**src/rtl/fft_sample_loader.sv**
```systemverilog
// ----------------------------------------------------------------------------
// fft_sample_loader
//
// Streams one frame of 2^N_LOG2 16-bit FFT input samples into the MCU data
// memory before an FFT run. Samples arrive on a valid/ready handshake and each
// accepted sample is written one cycle later as a half-word to the memory
// write port. Sample k lands at half-word index k (natural order) or at
// rev(k) when the frame should be pre-permuted for an in-place DIT FFT.
//
// Optional feature macro:
//   FFT_LOADER_BITREV_EN  - defined: index = bit-reverse of the sample count
//                           undefined: index = sample count (natural order)
//
// Parameters:
//   N_LOG2     log2 of samples per frame
//   BASE_ADDR  byte address of half-word index 0
//
// Ports:
//   clk        sole clock, all state on posedge
//   reset      synchronous, active-high
//   start      single-cycle pulse, begins a frame (from IDLE or DONE)
//   s_valid    upstream sample valid
//   s_data     upstream sample, passed unmodified
//   s_ready    loader accepts a sample this cycle (decoded from state only)
//   mem_we     data-memory write enable, one cycle per accepted sample
//   mem_a      data-memory byte address
//   mem_wd     data-memory write data, {16'h0000, sample}
//   busy       frame in progress (LOAD or LAST)
//   done       frame fully written (level, held until next start)
//   count      samples accepted in the current frame
//   start_err  sticky: start seen while busy, cleared only by reset
// ----------------------------------------------------------------------------
module fft_sample_loader #(
    parameter int          N_LOG2    = 8,
    parameter logic [31:0] BASE_ADDR = 32'h0000_0000
) (
    input  logic              clk,
    input  logic              reset,
    input  logic              start,
    input  logic              s_valid,
    input  logic [15:0]       s_data,
    output logic              s_ready,
    output logic              mem_we,
    output logic [31:0]       mem_a,
    output logic [31:0]       mem_wd,
    output logic              busy,
    output logic              done,
    output logic [N_LOG2:0]   count,
    output logic              start_err
);

    localparam int            N        = 1 << N_LOG2;
    localparam logic [N_LOG2:0] LAST_CNT = (N_LOG2 + 1)'(N - 1);

    typedef enum logic [1:0] {IDLE, LOAD, LAST, DONE} state_t;

    state_t            state, state_nxt;
    logic              xfer;
    logic              restart;
    logic [N_LOG2-1:0] idx;
    logic [31:0]       offset;

    // s_ready comes purely from the state register, so a transfer is just
    // LOAD qualified by s_valid.
    assign xfer    = (state == LOAD) && s_valid;
    assign restart = start && ((state == IDLE) || (state == DONE));

    always_comb begin
        idx = '0;
`ifdef FFT_LOADER_BITREV_EN
        for (int i = 0; i < N_LOG2; i++) begin
            idx[i] = count[N_LOG2-1-i];
        end
`else
        idx = count[N_LOG2-1:0];
`endif
    end

    // Half-word index to byte offset.
    assign offset = {{(31 - N_LOG2){1'b0}}, idx, 1'b0};

    // ---------------- FSM ----------------
    always_ff @(posedge clk) begin
        if (reset) state <= IDLE;
        else       state <= state_nxt;
    end

    always_comb begin
        state_nxt = state;
        s_ready   = 1'b0;
        busy      = 1'b0;
        done      = 1'b0;
        case (state)
            IDLE: begin
                if (start) state_nxt = LOAD;
            end
            LOAD: begin
                s_ready = 1'b1;
                busy    = 1'b1;
                if (xfer && (count == LAST_CNT)) state_nxt = LAST;
            end
            LAST: begin
                // Final write is on the memory port this cycle.
                busy      = 1'b1;
                state_nxt = DONE;
            end
            DONE: begin
                done = 1'b1;
                if (start) state_nxt = LOAD;
            end
            default: state_nxt = IDLE;
        endcase
    end

    // ---------------- datapath ----------------
    // mem_a / mem_wd change only on a transfer; reset discards any transfer
    // in the same cycle.
    always_ff @(posedge clk) begin
        if (reset) begin
            mem_we    <= 1'b0;
            mem_a     <= BASE_ADDR;
            mem_wd    <= 32'h0;
            count     <= '0;
            start_err <= 1'b0;
        end else begin
            mem_we <= xfer;
            if (xfer) begin
                mem_a  <= BASE_ADDR + offset;
                mem_wd <= {16'h0000, s_data};
                count  <= count + 1'b1;
            end else if (restart) begin
                count  <= '0;
            end
            if (start && busy) start_err <= 1'b1;
        end
    end

endmodule

```
**config.mk**
```make
export PLATFORM = sky130hd
export DESIGN_NAME = fft_sample_loader
export DESIGN_NICKNAME = d
export VERILOG_FILES = /design/src/rtl/fft_sample_loader.sv
export SDC_FILE = /design/constraint.sdc
export NUM_CORES = 1
export LEC_CHECK = 0
export BUFFER_PORTS_ARGS = -buffer_cell sky130_fd_sc_hd__buf_2
export CAP_MARGIN = 20
export CELL_PAD_IN_SITES_DETAIL_PLACEMENT = 0
export CELL_PAD_IN_SITES_GLOBAL_PLACEMENT = 1
export CORE_AREA = 2 2 89 74
export CTS_BUF_LIST = sky130_fd_sc_hd__clkbuf_4 sky130_fd_sc_hd__clkbuf_8 sky130_fd_sc_hd__clkbuf_16
export CTS_CLUSTER_SIZE = 14
export DETAILED_ROUTE_END_ITERATION = 10
export DIE_AREA = 0 0 91 76
export PLACE_DENSITY_LB_ADDON = 0.1
export REMOVE_ABC_BUFFERS = 1
export SLEW_MARGIN = 20
export SYNTH_ARGS = -nofsm -noshare
export SYNTH_HDL_FRONTEND = slang
export SYNTH_SLANG_ARGS = --single-unit
```
**constraint.sdc**
```tcl
create_clock -name clk -period 1.9 [get_ports clk]
set_input_delay 0.38 -clock clk [delete_from_list [all_inputs] [get_ports clk]]
set_output_delay 0.38 -clock clk [all_outputs]
set_load 0.1 [all_outputs]
```
# == Word level (Yosys, flattened, before mapping) ==
# Cells that the tools add are included.
# W data, S select, Z words.
# classes
add_sub_neg,1
eq_ne,6
n_mux,8
reduce_logical,10
# op_table
cell,n
$mux W9,2
$add A9 B1 Y9 const B,1
$eq A9 B8 Y1 const B,1
$pmux W2 S3,1
$eq A2 B2 Y1 const B,2
$logic_and A1 B1 Y1,4
$mux W2,2
$ne A2 B1 Y1 const B,2
$reduce_or A2 Y1,2
$mux W1,3
$eq A2 B1 Y1 const B,1
$logic_not A2 Y1,1
$reduce_and A2 Y1,1
$reduce_bool A2 Y1,1
$logic_or A1 B1 Y1,1
# totals
ff_bits,37
in_bits,20
out_inout_bits,78

# == Depth between registers and ports, before layout ==
# Gate-level depths: netlist of the first run.
# logic_depth
word_depth,5
mapped_depth,8
depth_no_buf,7

# == Least setup slack after synthesis of the first run ==
# Ideal clock, no wire load.
# synth_timing
path_type,reg-to-reg
start,register count[0]
end,register state[1]
arrival_ns,2.367
required_ns,1.830
setup_slack_ns,-0.537
stages_incl_launch_ff,8
path_buffers,0
period_less_slack_ns,2.437
cell_sequence,dfxtp_1 -> ha_1 -> nand3_1 -> nor3_1 -> ha_1 -> a21boi_0 -> or2_2 -> a21oi_1
# synth_via
elab_chain_len,4
# synth_lines
element,line_no,source
start: declaration,48,"output logic [N_LOG2:0] count,"
start signal: assignment,130,count <= count + 1'b1;
$eq A9 B8 Y1,100,if (xfer && (count == LAST_CNT)) state_nxt = LAST;
$logic_and A1 B1 Y1,100,
$ne A2 B1 Y1 (no source line),--,
$reduce_and A2 Y1 (no source line),--,
end signal: assignment,85,else state <= state_nxt;
end: declaration,57,"state_t state, state_nxt;"
# Every way passes these cells.
# A chain may end at the register's enable or synchronous reset.

# == Worst setup path after layout of the first run ==
# layout_timing
start,register state[1]
end,output port s_ready
# layout_via
elab_chain_len,2
# layout_lines
element,line_no,source
$eq A2 B1 Y1,93,case (state)
$mux W1,93,
end: declaration,42,"output logic s_ready,"
# Every way passes these cells.

==> summary.md, run 1 <==
| Metric | Value |
|---|---|
| Vias in the first global route | `1,187` |
| VDD IR max | `547 uV` |
| Fmax | `561 MHz` |
| Ys async rst share | `0%` |
| Setup violations, final | `0` |
| Adder-cell share of the synthesized area | `2.84%` |
| Commonest cells after routing, fill and taps aside | `buf_2, nand2_1, conb_1` |
| Maximum Capacitance Violations | `0` |
| Starting DRT DRC Count | `59` |
| Power, Total | `3.24 mW` |
| Share of cells above drive strength 1 | `27.9%` |
| Drt pass-1 iters | `4` |
| Worst Clk Skew | `4.84 ps` |
| Multi-input logic area | `797 um2` |
| Most common cell after layout, fill and taps aside | `buf_2` |
| Worst min-delay path category | `in2reg` |
| DP Area | `2020 um2` |
| CTS tree | `yes` |
| Type of the worst setup path | `reg2out` |
| Fill count | `705` |
| Unrepaired setup endpoints after global routing | `no` |
| Post-layout net count | `303` |
| Final min period | `1780 ps` |
| Row count | `26` |
| Register area | `741 um2` |
| Pleak | `0.988 nW` |
| Number of CTS-inserted buffers | `5` |
| Yosys cell types | `33` |
| Clk pin slew, worst setup/hold paths | `80 ps` |
| PwrDens | `1500 nW/um2` |
| DP HPWL | `2.84 mm` |
| Arr. time, crit path | `1400 ps` |
| Synth Cell Area | `1760 um2` |
| N_diodes | `0` |
| Post-Synth Simple-Gate Area | `18.1%` |
| Total wire length | `4.06 mm` |
| Die width | `91 um` |
| Synthesized netlist cell count | `218` |
| DIE HEIGHT | `76 um` |
| Initial antenna violation count | `0` |
| CP max FO | `9` |
| Final Cell Area | `2150 um2` |
| Final Util | `35.2%` |
| DR WL/cell | `11.1 um` |
| H-tree Lvls | `2` |
| Warnings from Yosys | `0` |
| Mux contribution to synthesized area | `0.569%` |
| Largest net degree at the start of global routing | `38` |
| Final period utilization | `93.8%` |
| WP data required | `1520 ps` |
| First-pass GRT wire length | `6.20 mm` |
| Avg Vias per Cell | `4.17` |
| Number of synthesized flops with an enable pin | `0` |
| TNS Setup | `0 ps` |
| Post-cts hold buffer count | `0` |
| Pins Over Slew Limit | `0` |
| Postcts setup bufs | `0` |
| DR vias | `1,517` |
| Area delta synth->final | `22.2%` |
| Detail Route Antenna Nets | `0` |
| Final hold vios | `0` |
| CTS Sinks | `37` |
| Initial Utilization | `28.8%` |
| Core Box Area | `6120 um2` |
| Total track usage | `11.5%` |
| Port Buffers | `57` |
| Critical Path Source Type | `flip-flop` |
| Crit end category | `output pin` |
| Synth Area in Compound Gates | `14.9%` |
| Area of the die | `6920 um2` |
| Largest family of logic cells by synthesized area | `buffers and inverters` |
| Final GP Congestion | `0.702` |
| Outcome | `complete, no violations` |
| Longest Clk Path Bufs | `2` |
| Flops & latches, synth | `37` |
| Synth Area in XOR/XNOR | `0%` |
| Residual DRC count | `0` |
| Total grt overflow | `0` |
| Sequential element share of the synthesized area | `42.1%` |
| I/O pin count | `98` |
| Clock Latency Late Sink | `290 ps` |
| Avg Cell Area, Syn | `8.08 um2` |
| Top FF cell, synth | `dfxtp_1` |
| Clk Tree Root Cell | `clkbuf_8` |
## kinds of logic (layout without fill, tap and decap cells)
logic type,after synthesis,after routing
compound gates,45,45
fa+ha+maj,4,4
buf+inv,56,79
flops,37,37
mux,1,1
other cells,1,40
simple gates,74,74
## power breakdown
group | switching [mW] | total, mW | internal (mW)
logic | 1.34 | 1.62 | 0.277
registers | 0.0374 | 0.891 | 0.853
clock network | 0.300 | 0.727 | 0.427
## layout make-up
class	count	share of cell area (%)
Sequential cell	37	34.4
Timing Repair Buffer	66	17.2
Inverter	5	0.872
Clock buffer	6	3.84
Multi-Input combinational cell	164	37.0
Tap cell	84	4.88
Clock inverter	2	1.74
## layer usage
layer  track usage (%)  share of wire (%)
met1              16.4                 49
met4              4.55                1.5
met5                 0                  0
met3              3.56                5.9
met2              15.9                 43
## Yosys cell counts, drive strengths merged, types with 2 or more instances
library cell | count | area [um2]
nand3 | 4 | 20.0
a21oi | 30 | 150
nand2 | 53 | 201
inv | 5 | 18.8
dfxtp | 37 | 741
o221ai | 2 | 17.5
or3 | 2 | 12.5
o21ai | 3 | 15.0
a41oi | 2 | 17.5
a22oi | 2 | 15.0
clkbuf | 3 | 11.3
ha | 4 | 50.1
or2 | 2 | 12.5
nor2 | 5 | 18.8
nand4 | 2 | 12.5
buf | 48 | 344
a311oi | 2 | 17.5
## worst max-delay path, stage by stage, from the launching register on
cell and delay (ps):
dfxtp_1 330, inv_1 50, ha_1 320, clkbuf_4 410
## metrics by stage
step / hold WS [ps] / worst slack, ps / std cells
after floorplan: 449 / -638 / 206
after global placement: 443 / 261 / 356
after detailed placement: 445 / 190 / 356
after CTS: 305 / 21.9 / 364
after global routing: 304 / 38.9 / 364
final: 316 / 117 / 364
## final timing paths
| kind | slack [ps] | to | start | cells after the start |
|---|---|---|---|---|
| worst max-delay path | 120 | s_ready | state[1] | 3 |
| worst min-delay path | 320 | mem_wd[2] | s_data[2] | 3 |
| worst max register to register | 170 | state[1] | count[0] | 7 |
| worst min register to register | 450 | mem_wd[1] | mem_wd[1] | 2 |
## timing repair
item,CTS,global route
cloned,0,0
pin swaps,0,0
setup endpoints to repair,1,2
resized for setup,1,2
endpoints found under the hold margin,0,0
## flip-flops by register name, indices dropped and copies added, names as in the netlist
| register | count |
|---|---|
| mem_we | 1 |
| start_err | 1 |
| state | 2 |
| mem_a | 8 |
| mem_wd | 16 |
| count | 9 |
Power figures use the tool's default switching activity.
==> inputs of run 2 (changes only) <==
--- a/config.mk
+++ b/config.mk
@@ -14,9 +14,10 @@
 export CTS_CLUSTER_SIZE = 14
 export DETAILED_ROUTE_END_ITERATION = 10
 export DIE_AREA = 0 0 91 76
+export GPL_TIMING_DRIVEN = 0
 export PLACE_DENSITY_LB_ADDON = 0.1
 export REMOVE_ABC_BUFFERS = 1
-export SLEW_MARGIN = 20
+export SLEW_MARGIN = 30
 export SYNTH_ARGS = -nofsm -noshare
 export SYNTH_HDL_FRONTEND = slang
 export SYNTH_SLANG_ARGS = --single-unit
==> summary.md, run 2 (same netlist as run 1, synthesis figures left out) <==
| Metric | Value |
|---|---|
| Outcome | `complete, no violations` |
| DR WL/cell | `11.1 um` |
| Slew margin rel. | `54.0%` |
| I/O pin count | `98` |
| Max FFs per register | `16` |
| VDD IR max | `429 uV` |
| Post-cts hold buffer count | `0` |
| Drt pass-1 iters | `6` |
| DIE HEIGHT | `76 um` |
| Total track usage | `11.6%` |
| Final worst slack | `185 ps` |
| Unrepaired setup endpoints after global routing | `no` |
| Biggest regs | `mem_wd x16, count x9, mem_a x8` |
| Pleak | `0.944 nW` |
| Final GP Congestion | `0.722` |
| Place WS | `-34.6 ps` |
| Worst Clk Skew | `10.6 ps` |
| CP bufs+invs | `2` |
| Area of the die | `6920 um2` |
| Area delta synth->final | `18.8%` |
| Post-layout net count | `294` |
| N_diodes | `0` |
| Detail Route Antenna Nets | `0` |
| Final min period | `1720 ps` |
| PwrDens | `1500 nW/um2` |
| Commonest cells after routing, fill and taps aside | `buf_2, nand2_1, conb_1` |
| Initial antenna violation count | `0` |
| Arr. time, crit path | `1340 ps` |
| Critical-path cell list | `ha_2 -> inv_1 -> buf_4` |
| Fmax | `583 MHz` |
| Type of the worst setup path | `reg2out` |
| Critical Path Source Type | `flip-flop` |
| Starting DRT DRC Count | `62` |
| WP data required | `1520 ps` |
| First-pass GRT wire length | `6.50 mm` |
| CP max FO | `5` |
| Maximum Capacitance Violations | `0` |
| Residual DRC count | `0` |
| Most common cell after layout, fill and taps aside | `buf_2` |
| Largest net degree at the start of global routing | `38` |
| Worst slew pin tran | `690 ps` |
| Pins Over Slew Limit | `0` |
| Share of cells above drive strength 1 | `27.4%` |
| Core Box Area | `6120 um2` |
| Clk pin slew, worst setup/hold paths | `80 ps` |
| Row count | `26` |
| Final hold vios | `0` |
| CP top delay family | `flip-flops` |
| Crit end category | `output pin` |
| R2r setup slk | `250 ps` |
| Number of CTS-inserted buffers | `5` |
| CTS tree | `yes` |
| Total wire length | `3.95 mm` |
| DR vias | `1,470` |
| Vias in the first global route | `1,343` |
| CTS Sinks | `37` |
| Clk Tree Root Cell | `clkbuf_8` |
| Final period utilization | `90.3%` |
| Die width | `91 um` |
| Worst min-delay path category | `in2reg` |
| DP HPWL | `2.61 mm` |
| Largest stage delay, worst path | `370 ps` |
| Port Buffers | `57` |
| Initial Utilization | `28.8%` |
| Avg Vias per Cell | `4.15` |
| Cell Count Post-Placement | `347` |
| H-tree Lvls | `2` |
| Largest register by flop count | `mem_wd` |
| Setup violations, final | `0` |
| Longest Clk Path Bufs | `2` |
| Critical path's slowest cell | `dfxtp_1` |
| Total grt overflow | `0` |
| Clock Latency Late Sink | `290 ps` |
| Non-Filler Instances | `354` |
## run 2: cell count changes in the layout (fill, tap and decap cells not counted), sizes merged
| cell | delta |
|---|---|
| buf | -8 |
| clkbuf | -2 |
| clkinv | +1 |
| clkinvlp | -1 |
## run 2: metal layers
metal	up-vias	wire length (um)	share of wire [%]	track usage, %
li1	743	-	-	-
met1	665	1830	46	14.9
met2	55	1820	46	18.6
met3	7	252	6.4	3.56
met4	0	39	0.99	3.64
met5	-	0	0	0
## run 2: layout make-up
cell class / count / area, um2
tap: 84 / 105
sequential: 37 / 748
multi-input combinational: 164 / 825
clock buffer: 5 / 68.8
fill: 703 / 4030
timing repair buffer: 57 / 290
inverter: 5 / 18.8
clock inverter: 2 / 35.0
## run 2: timing repair
action	in CTS	in global routing
gates resized for setup	6	8
setup buffers	0	0
pin swaps	0	1
endpoints found under the setup margin	5	4
## run 2: worst paths after layout
kind	startpoint	end	depth (start not counted)
min reg2reg	mem_wd[0]	mem_wd[0]	2
max	state[0]	busy	3
max reg2reg	count[0]	state[1]	7
min	s_data[5]	mem_wd[5]	3
## run 2: worst reg2reg max path, delay by kind of cell, from the launching register on
family | cells | cell delay (ps)
simple gates | 3 | 610
compound gates | 2 | 220
flops | 1 | 410
fa+ha+maj | 2 | 340
## run 2: where the power goes
group | internal (mW) | leakage, nW | switching [mW]
Combinational | 0.237 | 0.588 | 1.33
Sequential | 0.855 | 0.302 | 0.0480
Clock | 0.382 | 0.0540 | 0.277
## run 2: metrics by stage
step	cell area, um2	power (mW)	hold WS [ps]	setup TNS (ps)	utilization, %
2_1_floorplan	1550	2.23	449	-14790	-
3_3_place_gp	1940	2.45	442	-7580	31.8
3_5_place_dp	1940	2.45	444	-65.1	31.8
4_1_cts	2060	3.15	314	0	33.7
5_1_grt	2090	3.29	319	0	34.2
6_report	2090	3.13	322	0	34.2
